## src/rtl/spmv_pkg.sv

```systemverilog
`default_nettype none
// ============================================================================
// Module   : spmv_pkg
// Purpose  : Shared types, FSM state encoding and fixed-point helpers for the
//            CSR sparse matrix-vector multiply controller.
// Revision : 1.0  initial release
// ============================================================================
package spmv_pkg;

    localparam int DEF_DATA_W = 32;
    localparam int DEF_FRAC_W = 16;
    localparam int ACC_W      = 2 * DEF_DATA_W + 8;

    typedef logic signed [DEF_DATA_W-1:0] data_t;
    typedef logic signed [ACC_W-1:0]      acc_t;

    typedef enum logic [2:0] {
        S_IDLE   = 3'd0,
        S_PTR0   = 3'd1,
        S_PTRN   = 3'd2,
        S_PTRW   = 3'd3,
        S_NZ     = 3'd4,
        S_DRAIN1 = 3'd5,
        S_DRAIN2 = 3'd6,
        S_EMIT   = 3'd7
    } spmv_state_e;

    localparam acc_t ACC_POS_MAX = {{(ACC_W-DEF_DATA_W+1){1'b0}}, {(DEF_DATA_W-1){1'b1}}};
    localparam acc_t ACC_NEG_MIN = {{(ACC_W-DEF_DATA_W+1){1'b1}}, {(DEF_DATA_W-1){1'b0}}};

    // Arithmetic shift floors toward -inf, then clamp into the output range.
    function automatic data_t sat_trunc(input acc_t acc, input int unsigned frac);
        acc_t shifted;
        shifted = acc >>> frac;
        if (shifted > ACC_POS_MAX) begin
            return {1'b0, {(DEF_DATA_W-1){1'b1}}};
        end else if (shifted < ACC_NEG_MIN) begin
            return {1'b1, {(DEF_DATA_W-1){1'b0}}};
        end else begin
            return data_t'(shifted);
        end
    endfunction

endpackage
`default_nettype wire

```

## src/rtl/csr_spmv_ctrl_if.sv

```systemverilog
`default_nettype none
// ============================================================================
// Module   : csr_spmv_ctrl_if
// Purpose  : Control, CSR/vector memory read ports and result stream of the
//            SpMV controller. master = controller, slave = memories/consumer.
// Revision : 1.0  initial release
// ============================================================================
interface csr_spmv_ctrl_if #(
    parameter int N_ROWS  = 100,
    parameter int NNZ_MAX = 1024,
    parameter int DATA_W  = 32
);
    localparam int PTR_W = $clog2(NNZ_MAX + 1);
    localparam int ROW_W = $clog2(N_ROWS + 1);

    logic              start;
    logic              busy;
    logic              done;
    logic              err;

    logic              ptr_rd;
    logic [ROW_W-1:0]  ptr_addr;
    logic [PTR_W-1:0]  ptr_data;

    logic              nz_rd;
    logic [PTR_W-1:0]  nz_addr;
    logic [DATA_W-1:0] val_data;
    logic [ROW_W-1:0]  col_data;

    logic              vec_rd;
    logic [ROW_W-1:0]  vec_addr;
    logic [DATA_W-1:0] vec_data;

    logic              out_valid;
    logic              out_ready;
    logic [DATA_W-1:0] out_data;
    logic [ROW_W-1:0]  out_row;

    modport master (
        input  start,
        output busy, done, err,
        output ptr_rd, ptr_addr,
        input  ptr_data,
        output nz_rd, nz_addr,
        input  val_data, col_data,
        output vec_rd, vec_addr,
        input  vec_data,
        output out_valid, out_data, out_row,
        input  out_ready
    );

    modport slave (
        output start,
        input  busy, done, err,
        input  ptr_rd, ptr_addr,
        output ptr_data,
        input  nz_rd, nz_addr,
        output val_data, col_data,
        input  vec_rd, vec_addr,
        output vec_data,
        input  out_valid, out_data, out_row,
        output out_ready
    );
endinterface
`default_nettype wire

```

## src/rtl/spmv_mac.sv

```systemverilog
`default_nettype none
// ============================================================================
// Module   : spmv_mac
// Purpose  : Two-stage val/x alignment, signed multiply-accumulate and
//            saturating fixed-point output for one CSR row.
// Revision : 1.0  initial release
// ============================================================================
module spmv_mac
    import spmv_pkg::*;
#(
    parameter int N_ROWS = 100,
    parameter int ROW_W  = $clog2(N_ROWS + 1),
    parameter int DATA_W = DEF_DATA_W,
    parameter int FRAC_W = DEF_FRAC_W
) (
    input  logic                     clk,
    input  logic                     rst,
    input  logic                     clr,
    input  logic                     nz_rd,
    input  logic signed [DATA_W-1:0] val_data,
    input  logic        [ROW_W-1:0]  col_data,
    input  logic signed [DATA_W-1:0] vec_data,
    output logic                     vec_rd,
    output logic        [ROW_W-1:0]  vec_addr,
    output logic                     col_bad,
    output logic signed [DATA_W-1:0] y
);
    logic                       r_s1_valid;
    logic                       r_s2_valid;
    logic                       w_col_ok;
    logic signed [DATA_W-1:0]   r_val;
    logic signed [2*DATA_W-1:0] w_prod;
    acc_t                       w_prod_ext;
    acc_t                       r_acc;

    // Out-of-range columns never touch the vector memory and contribute zero.
    assign w_col_ok   = col_data < ROW_W'(N_ROWS);
    assign vec_rd     = r_s1_valid && w_col_ok;
    assign vec_addr   = vec_rd ? col_data : '0;
    assign col_bad    = r_s1_valid && !w_col_ok;

    assign w_prod     = r_val * vec_data;
    assign w_prod_ext = acc_t'(w_prod);
    assign y          = sat_trunc(r_acc, FRAC_W);

    always_ff @(posedge clk) begin
        if (rst) begin
            r_s1_valid <= 1'b0;
            r_s2_valid <= 1'b0;
            r_val      <= '0;
            r_acc      <= '0;
        end else begin
            r_s1_valid <= nz_rd;
            r_s2_valid <= vec_rd;
            r_val      <= val_data;
            if (clr) begin
                r_acc <= '0;
            end else if (r_s2_valid) begin
                r_acc <= r_acc + w_prod_ext;
            end
        end
    end

endmodule
`default_nettype wire

```

## src/rtl/csr_spmv_ctrl.sv

```systemverilog
`default_nettype none
// ============================================================================
// Module   : csr_spmv_ctrl
// Purpose  : CSR SpMV sequencer: walks rowPtr, streams nonzeros through the
//            MAC and emits one y element per row on a valid/ready stream.
//            Optional macro CSR_CHECK_EN enables malformed-CSR detection.
// Revision : 1.0  initial release
// ============================================================================
module csr_spmv_ctrl
    import spmv_pkg::*;
#(
    parameter int N_ROWS  = 100,
    parameter int NNZ_MAX = 1024,
    parameter int DATA_W  = DEF_DATA_W,
    parameter int FRAC_W  = DEF_FRAC_W
) (
    input  logic            clk,
    input  logic            rst,
    csr_spmv_ctrl_if.master bus
);
    localparam int PTR_W = $clog2(NNZ_MAX + 1);
    localparam int ROW_W = $clog2(N_ROWS + 1);

    spmv_state_e        r_state;
    spmv_state_e        w_next;
    logic [ROW_W-1:0]   r_row;
    logic [PTR_W-1:0]   r_beg;
    logic [PTR_W-1:0]   r_end;
    logic [PTR_W-1:0]   r_nz_addr;
    logic               r_done;

    logic               w_ptr_rd;
    logic [ROW_W-1:0]   w_ptr_addr;
    logic               w_nz_rd;
    logic               w_out_valid;
    logic               w_handshake;
    logic               w_last_row;
    logic               w_row_skip;
    logic               w_acc_clr;
    logic               w_col_bad;
    logic [DATA_W-1:0]  w_y;

    assign w_out_valid = (r_state == S_EMIT);
    assign w_handshake = w_out_valid && bus.out_ready;
    assign w_last_row  = (r_row == ROW_W'(N_ROWS - 1));
    assign w_acc_clr   = (w_next == S_PTR0) || (w_next == S_PTRN);

`ifdef CSR_CHECK_EN
    logic w_row_bad;
    logic r_bad;
    logic r_err;

    assign w_row_bad  = (bus.ptr_data < r_beg) || (bus.ptr_data > PTR_W'(NNZ_MAX));
    assign w_row_skip = w_row_bad || (bus.ptr_data == r_beg);
    assign bus.err    = r_err;

    always_ff @(posedge clk) begin
        if (rst) begin
            r_bad <= 1'b0;
            r_err <= 1'b0;
        end else begin
            r_err <= ((r_state == S_PTRW) && w_row_bad) || w_col_bad;
            if (r_state == S_PTRW) begin
                r_bad <= w_row_bad;
            end
        end
    end
`else
    logic w_unused_col_bad;

    // A descending rowPtr pair is simply an empty row when checks are off.
    assign w_row_skip       = (bus.ptr_data <= r_beg);
    assign w_unused_col_bad = w_col_bad;
    assign bus.err          = 1'b0;
`endif

    always_comb begin
        w_next     = r_state;
        w_ptr_rd   = 1'b0;
        w_ptr_addr = '0;
        w_nz_rd    = 1'b0;
        unique case (r_state)
            S_IDLE:   if (bus.start) w_next = S_PTR0;
            S_PTR0: begin
                w_ptr_rd = 1'b1;
                w_next   = S_PTRN;
            end
            S_PTRN: begin
                w_ptr_rd   = 1'b1;
                w_ptr_addr = r_row + ROW_W'(1);
                w_next     = S_PTRW;
            end
            S_PTRW:   w_next = w_row_skip ? S_EMIT : S_NZ;
            S_NZ: begin
                w_nz_rd = 1'b1;
                if (r_nz_addr == r_end - PTR_W'(1)) w_next = S_DRAIN1;
            end
            S_DRAIN1: w_next = S_DRAIN2;
            S_DRAIN2: w_next = S_EMIT;
            S_EMIT:   if (bus.out_ready) w_next = w_last_row ? S_IDLE : S_PTRN;
            default:  w_next = S_IDLE;
        endcase
    end

    always_ff @(posedge clk) begin
        if (rst) begin
            r_state   <= S_IDLE;
            r_row     <= '0;
            r_beg     <= '0;
            r_end     <= '0;
            r_nz_addr <= '0;
            r_done    <= 1'b0;
        end else begin
            r_state <= w_next;
            r_done  <= 1'b0;
            if ((r_state == S_IDLE) && bus.start) begin
                r_row <= '0;
            end
            // Later rows inherit beg from the previous row's end at handshake.
            if ((r_state == S_PTRN) && (r_row == '0)) begin
                r_beg <= bus.ptr_data;
            end
            if (r_state == S_PTRW) begin
                r_end     <= bus.ptr_data;
                r_nz_addr <= r_beg;
            end
            if (r_state == S_NZ) begin
                r_nz_addr <= r_nz_addr + PTR_W'(1);
            end
            if (w_handshake) begin
                if (w_last_row) begin
                    r_row  <= '0;
                    r_done <= 1'b1;
                end else begin
                    r_row <= r_row + ROW_W'(1);
`ifdef CSR_CHECK_EN
                    if (!r_bad) r_beg <= r_end;
`else
                    r_beg <= r_end;
`endif
                end
            end
        end
    end

    spmv_mac #(
        .N_ROWS (N_ROWS),
        .ROW_W  (ROW_W),
        .DATA_W (DATA_W),
        .FRAC_W (FRAC_W)
    ) u_mac (
        .clk      (clk),
        .rst      (rst),
        .clr      (w_acc_clr),
        .nz_rd    (w_nz_rd),
        .val_data (bus.val_data),
        .col_data (bus.col_data),
        .vec_data (bus.vec_data),
        .vec_rd   (bus.vec_rd),
        .vec_addr (bus.vec_addr),
        .col_bad  (w_col_bad),
        .y        (w_y)
    );

    assign bus.busy      = (r_state != S_IDLE);
    assign bus.done      = r_done;
    assign bus.ptr_rd    = w_ptr_rd;
    assign bus.ptr_addr  = w_ptr_addr;
    assign bus.nz_rd     = w_nz_rd;
    assign bus.nz_addr   = w_nz_rd ? r_nz_addr : '0;
    assign bus.out_valid = w_out_valid;
    assign bus.out_data  = w_out_valid ? w_y : '0;
    assign bus.out_row   = r_row;

endmodule
`default_nettype wire

```

## src/flat_wrapper.sv

```systemverilog
// flat-port wrapper written by rule: the top's interface ports become plain ports
module csr_spmv_ctrl_flat import spmv_pkg::*;
#(
    parameter int N_ROWS  = 100,
    parameter int NNZ_MAX = 1024,
    parameter int DATA_W  = DEF_DATA_W,
    parameter int FRAC_W  = DEF_FRAC_W
)
  (clk, rst, bus_start, bus_busy, bus_done, bus_err, bus_ptr_rd, bus_ptr_addr, bus_ptr_data, bus_nz_rd, bus_nz_addr, bus_val_data, bus_col_data, bus_vec_rd, bus_vec_addr, bus_vec_data, bus_out_valid, bus_out_data, bus_out_row, bus_out_ready);
  csr_spmv_ctrl_if #(.N_ROWS(N_ROWS), .NNZ_MAX(NNZ_MAX), .DATA_W(DATA_W)) bus_i ();
  input  logic clk;
  input  logic rst;
  input wire logic [$bits(bus_i.start)-1:0] bus_start;
  output wire logic [$bits(bus_i.busy)-1:0] bus_busy;
  output wire logic [$bits(bus_i.done)-1:0] bus_done;
  output wire logic [$bits(bus_i.err)-1:0] bus_err;
  output wire logic [$bits(bus_i.ptr_rd)-1:0] bus_ptr_rd;
  output wire logic [$bits(bus_i.ptr_addr)-1:0] bus_ptr_addr;
  input wire logic [$bits(bus_i.ptr_data)-1:0] bus_ptr_data;
  output wire logic [$bits(bus_i.nz_rd)-1:0] bus_nz_rd;
  output wire logic [$bits(bus_i.nz_addr)-1:0] bus_nz_addr;
  input wire logic [$bits(bus_i.val_data)-1:0] bus_val_data;
  input wire logic [$bits(bus_i.col_data)-1:0] bus_col_data;
  output wire logic [$bits(bus_i.vec_rd)-1:0] bus_vec_rd;
  output wire logic [$bits(bus_i.vec_addr)-1:0] bus_vec_addr;
  input wire logic [$bits(bus_i.vec_data)-1:0] bus_vec_data;
  output wire logic [$bits(bus_i.out_valid)-1:0] bus_out_valid;
  output wire logic [$bits(bus_i.out_data)-1:0] bus_out_data;
  output wire logic [$bits(bus_i.out_row)-1:0] bus_out_row;
  input wire logic [$bits(bus_i.out_ready)-1:0] bus_out_ready;
  assign bus_i.start = bus_start;
  assign bus_busy = bus_i.busy;
  assign bus_done = bus_i.done;
  assign bus_err = bus_i.err;
  assign bus_ptr_rd = bus_i.ptr_rd;
  assign bus_ptr_addr = bus_i.ptr_addr;
  assign bus_i.ptr_data = bus_ptr_data;
  assign bus_nz_rd = bus_i.nz_rd;
  assign bus_nz_addr = bus_i.nz_addr;
  assign bus_i.val_data = bus_val_data;
  assign bus_i.col_data = bus_col_data;
  assign bus_vec_rd = bus_i.vec_rd;
  assign bus_vec_addr = bus_i.vec_addr;
  assign bus_i.vec_data = bus_vec_data;
  assign bus_out_valid = bus_i.out_valid;
  assign bus_out_data = bus_i.out_data;
  assign bus_out_row = bus_i.out_row;
  assign bus_i.out_ready = bus_out_ready;
  csr_spmv_ctrl #(.N_ROWS(N_ROWS), .NNZ_MAX(NNZ_MAX), .DATA_W(DATA_W), .FRAC_W(FRAC_W)) u_core (.clk(clk), .rst(rst), .bus(bus_i));
endmodule
```

## config.mk

```make
export PLATFORM = sky130hd
export DESIGN_NAME = csr_spmv_ctrl_flat
export DESIGN_NICKNAME = d
export VERILOG_FILES = /design/src/rtl/spmv_pkg.sv /design/src/rtl/csr_spmv_ctrl_if.sv /design/src/rtl/spmv_mac.sv /design/src/rtl/csr_spmv_ctrl.sv /design/src/flat_wrapper.sv
export SDC_FILE = /design/constraint.sdc
export NUM_CORES = 2
export LEC_CHECK = 0
export CORE_ASPECT_RATIO = 1.75
export CORE_MARGIN = 3
export CORE_UTILIZATION = 50
export DETAILED_ROUTE_END_ITERATION = 6
export PLACE_DENSITY = 0.68
export SLEW_MARGIN = 25
export SYNTH_ARGS = -nofsm -noshare
export SYNTH_HDL_FRONTEND = slang
export SYNTH_SLANG_ARGS = --single-unit
```

## constraint.sdc

```tcl
create_clock -name clk -period 10 [get_ports clk]
set_clock_uncertainty 0.05 [all_clocks]
set_input_delay 2 -clock clk [delete_from_list [all_inputs] [get_ports clk]]
set_output_delay 2 -clock clk [all_outputs]
set_load 0.005 [all_outputs]
```

After elaboration in Yosys (flattened, before gate mapping)
Index checks and enable logic that the tools add are counted.
{"block": "word_totals", "register_bits": 150, "inputBits": 86, "output_inout_bits": 71, "wordCells": 67}
{"block": "classes", "addsub": 4, "mul": 1, "magnitude_cmp": 4, "n_eq_ne": 11, "n_mux": 23, "bitwise": 1, "n_reduce_logical": 13}
{"operator": "two-way mux 32 bit", "n": 3}
{"operator": "adder 72 x 64 -> 72 bit", "n": 1}
{"operator": "two-way mux 11 bit", "n": 6}
{"operator": "multiplier 32 x 32 -> 64 bit", "n": 1}
{"operator": "greater-than comparator 56 x 32 -> 1 bit, second input constant", "n": 1}
{"operator": "less-than comparator 56 x 32 -> 1 bit, second input constant", "n": 1}
{"operator": "two-way mux 7 bit", "n": 5}
{"operator": "one-hot mux 3 bit (8 select lines)", "n": 1}
{"operator": "equality test 3 bit, second input constant", "n": 4}
{"operator": "adder 11 x 1 -> 11 bit, second input constant", "n": 1}
{"operator": "equality test 11 bit", "n": 1}
{"operator": "<= comparator 11 bit", "n": 1}
{"operator": "subtractor 11 x 1 -> 11 bit, second input constant", "n": 1}
{"operator": "equality test 3 x 2 -> 1 bit, second input constant", "n": 3}
{"operator": "two-way mux 3 bit", "n": 3}
{"operator": "adder 7 x 1 -> 7 bit, second input constant", "n": 1}
{"operator": "equality test 7 bit, second input constant", "n": 1}
{"operator": "logical NOT 7 bit", "n": 1}
{"operator": "less-than comparator 7 bit, second input constant", "n": 1}
{"operator": "equality test 3 x 1 -> 1 bit, second input constant", "n": 2}
{"operator": "OR reduction 2 bit", "n": 3}
{"operator": "logical AND 1 bit", "n": 4}
{"operator": "two-way mux 2 bit", "n": 2}
{"operator": "nonzero test 2 bit", "n": 2}
{"operator": "5 further kinds", "n": 7}

Depth between registers and ports, before layout
{"block": "logic_depth", "ltp_word": 7, "depth_mapped": 30, "ltp_nobuf": 28}

Hierarchy
From an unflattened synthesis, not the netlist that was laid out.
{"block": "hier_totals", "cells_unflattened": 5369, "area_unflattened_um2": 48881.9}
{"mod": "spmv_mac", "n_inst": 1, "cells_per_inst": 4957, "area_each_um2": 45815.2, "seq_area_each_um2": 2122.0}
{"mod": "csr_spmv_ctrl", "n_inst": 1, "cells_per_inst": 412, "area_each_um2": 3066.7, "seq_area_each_um2": 880.8}

Worst setup path after synthesis
Ideal clock, no wire load.
{"block": "synth_path", "path_kind": "input-to-reg", "start": "input port bus_vec_data[1]", "end": "register u_core.u_mac.r_acc[68]", "setup_time_ns": 0.124, "t_arrival_ns": 10.270, "t_required_ns": 9.826, "slack_ns": -0.443, "stages": 24, "path_buffers": 0, "cell_sequence": "and2_1 > fa_1 > fa_1 > fa_1 > inv_1 > fa_1 > inv_1 > fa_1 > fa_1 > fa_1 > inv_1 > fa_1 > inv_1 > ha_1 > and3_1 > a221o_1 > a311o_1 > a21oi_1 > o21ai_1 > a311o_1 > a31oi_2 > o21ai_1 > mux2i_1 > o21ai_0"}
{"block": "synth_between", "elab_chain_cells": 2}
{"item": "from (decl)", "line_no": "flat_wrapper.sv:26", "rtl": "input wire logic [$bits(bus_i.vec_data)-1:0] bus_vec_data;"}
{"item": "multiplier 32 x 32 -> 64 bit", "line_no": "spmv_mac.sv:42", "rtl": "assign w_prod = r_val * vec_data;"}
{"item": "adder 72 x 64 -> 72 bit", "line_no": "spmv_mac.sv:59", "rtl": "r_acc <= r_acc + w_prod_ext;"}
{"item": "to (signal assigned)", "line_no": "spmv_mac.sv:59"}
{"item": "to (decl)", "line_no": "spmv_mac.sv:34", "rtl": "acc_t r_acc;"}
Every way passes these cells.
A chain may end at the register's enable or synchronous reset.

Worst setup path in the final report
{"block": "layout_path", "start": "input port bus_vec_data[2]", "end": "register u_core.u_mac.r_acc[69]"}
The elaborated chain is that of the path after synthesis.

==> results_dict.tcl <==
set metrics [dict create \
    dieArea_um2 102000 \
    cp-start-kind "input port" \
    r2r_slack_ps 1520 \
    yosys_most_used_dff "dfxtp_1" \
    post_cts_buffers 0 \
    place_ws_ps -232 \
    dp_hpwl_um 124000 \
    max-clock-path-buffers 2 \
    yosysUniqueCellTypes 81 \
    path_clk_slew_ps 80 \
    max_cap_violations 0 \
    worstPathMaxFanout 31 \
    fin_tns_setup_ps 0 \
    endpoint "u_core.u_mac.r_acc[69]" \
    dp_cells 6910 \
    num_rows 151 \
    rr_endpoint "u_core.u_mac.r_acc[69]" \
    vias_per_cell 5.39 \
    layout.nets 7249 \
    r2r_start "u_core.u_mac.r_val[14]" \
    hold_violations 0 \
    port_buffers 155 \
    yosys_warnings 0 \
    grt_pass1_vias 42661 \
    worstMarginPinSlew_ps 1000 \
    status "finished, final reports clean" \
    gp_congestion 0.962 \
    maxSlewHeadroom 0.331 \
    grt_pass1_wl_um 230000 \
    cts_sinks 150 \
    grt_max_degree 84 \
    fin_crit_sh 0.964 \
    syn-mean-instance-area_um2 9.06 \
    clock_latency_ps 530 \
    drv_slew 0 \
    drc 0 \
    yosysSeqAreaShare 0.0615 \
    synth-edff-count 0 \
    min_path_type "flip-flop to flip-flop" \
    drtAntennaViolNets 0 \
    cpPeakStageDelay_ps 590 \
    synth_seq_cells 150 \
    critical-path-slowest-cell "clkdlybuf4s50_1" \
    cts_root_buf "clkbuf_16" \
    drtPass1Iterations 6 \
    fmax_mhz 104 \
    cts_tree "done" \
    netlist_area_um2 48800 \
    min_delay_path_depth 2 \
    start_util 0.504 \
    cts_resized 0 \
    numCtsBuffers 17 \
    crit_type "input port to flip-flop" \
    final_cells 6943 \
    synthArstFlopShare 0 \
    antenna_found_initial 1 \
    drive_above_1_share 0.0727 \
    arrival_ps 10040 \
    synth_nets 7004 \
    core_um2 96700 \
    rsz0062_at_grt "false" \
    n_fill_cell 8802 \
    crit_start "bus_vec_data[2]" \
    io-pin-count 157 \
    cts_hold_buf 0 \
    crit_top_cell "fa_1" \
    area_growth_pct 11.8 \
    grt-ovfl-total 0 \
    setup_violations 0 \
    end_kind "flip-flop" \
    routedWlPerCell_um 20.8 \
    period_minus_slack_ps 9640 \
    num_vias 37451 \
    wirelength_um 145000 \
    crit_required_ps 10400 \
    die_h_um 419 \
    synthesis.instances 5384 \
    worst_slack_ps 358 \
    fp.dieW_um 242 \
    cts_htree_levels 4 \
    drt-initial-drc-count 1924 \
    track_usage 0.299 \
    reg2reg_depth 26 \
]
layout make-up:
class                   instances  area, um2  area share
clock buffers                  17        425     0.00780
flip-flops and latches        150       3020      0.0553
multi-input cells            3619      39700       0.728
clock inverters                15        194     0.00356
repair buffers                494       4520      0.0829
well taps                    1300       1630      0.0298
inverters                    1347       5060      0.0928
diodes                          1       2.50   0.0000459
sequential cells by signal (all words and copies together), names as in the netlist:
name,flops
u_core.bus.done,1
u_core.bus.out_row,7
u_core.r_beg,11
u_core.r_end,11
u_core.r_nz_addr,11
u_core.r_state,3
u_core.u_mac.r_acc,72
u_core.u_mac.r_s1_valid,1
u_core.u_mac.r_s2_valid,1
u_core.u_mac.r_val,32
worst min path at each step:
stage                                start  slack [ps]                     end
floorplan           u_core.u_mac.r_acc[12]         400  u_core.u_mac.r_acc[12]
global route              u_core.r_end[10]         490        u_core.r_end[10]
CTS                 u_core.u_mac.r_acc[12]         440  u_core.u_mac.r_acc[12]
finish              u_core.u_mac.r_acc[12]         450  u_core.u_mac.r_acc[12]
global placement    u_core.u_mac.r_acc[12]         420  u_core.u_mac.r_acc[12]
detailed placement  u_core.u_mac.r_acc[12]         430  u_core.u_mac.r_acc[12]
metrics by stage:
stage	cell area [um2]	util	hold slack [ps]
final	54500	0.564	446
after global routing	54500	0.564	491
after CTS	54500	0.564	444
after detailed placement	53900	0.557	426
after global placement	53900	0.557	422
after floorplan	48800	-	404
kinds of logic (layout without fill, tap and decap cells):
logic type,after synthesis,count (layout),synth area share
compound gates,378,378,0.0486
simple gates,1559,1559,0.146
xor+xnor,88,88,0.0158
fa+ha+maj,1534,1534,0.591
mux,59,59,0.0121
flops,150,150,0.0615
buf+inv,1615,1873,0.125
other cells,1,2,0.0000769
cell usage in the layout, fill, tap and decap left out, types with 14 or more instances in the layout:
master	synthesis	layout
inv_1	1344	1341
o21bai_1	16	15
nand2_1	876	874
a211oi_1	23	23
a31oi_1	18	18
clkdlybuf4s50_1	0	154
buf_12	0	34
nand3_1	30	30
o21ai_0	63	61
ha_1	250	250
mux2i_1	58	58
nor2_1	178	177
buf_4	3	305
clkbuf_16	0	17
nand4_1	26	26
nor4_1	14	14
and2_1	280	279
nor3_1	22	22
and3_1	42	42
xnor2_1	66	66
a21o_1	23	23
fa_1	1284	1283
a21oi_1	150	150
nor2b_1	46	46
nand2b_1	15	15
xor2_1	22	22
dfxtp_1	150	140
critical path, delay by kind of cell:
family	cells	cell delay, ps
AND/OR/NAND/NOR	7	1380
adder cells (fa/ha/maj)	9	4370
AO/OA/AOI/OAI	4	1070
buffers and inverters	7	1190
synth_stat cells, types with 4 or more instances:
cell type     n  area, um2
nand2_1     876       3290
nand3_1      30        150
o21ai_1       6       30.0
or3_1         4       25.0
and2_1      280       1750
o22ai_1       7       43.8
xor2_1       22        193
a211oi_1     23        173
nand4b_1      4       35.0
a21boi_0      5       37.5
a41oi_1       4       35.0
o21bai_1     16        120
o211ai_1      6       45.0
nor3_1       22        110
buf_2        14       70.1
mux2i_1      58        581
a21oi_1     150        751
a21o_1       23        173
fa_1       1284      25700
nor4_1       14       87.6
nand4_1      26        163
nor2_1      178        668
clkbuf_1    241        905
nor2b_1      46        288
o31ai_1       4       30.0
o21ai_0      63        315
and3_1       42        263
a22oi_1       4       30.0
ha_1        250       3130
xnor2_1      66        578
a311oi_1      5       43.8
a31oi_1      18        113
inv_1      1344       5040
buf_1         7       26.3
a311o_1       4       40.0
nand2b_1     15       93.8
o21a_1        7       52.6
dfxtp_1     150       3000
per-layer routing:
layer / track usage / up-vias / routed length, um
met5: 0 / - / 0
met1: 0.278 / 19359 / 42400
li1: - / 16140 / -
met3: 0.0294 / 659 / 5160
met4: 0.268 / 0 / 15700
met2: 0.572 / 1293 / 81400
Power is left out: the tool's default activity adds up to more than one toggle a clock period on the data nets, which glitch-free logic cannot reach.
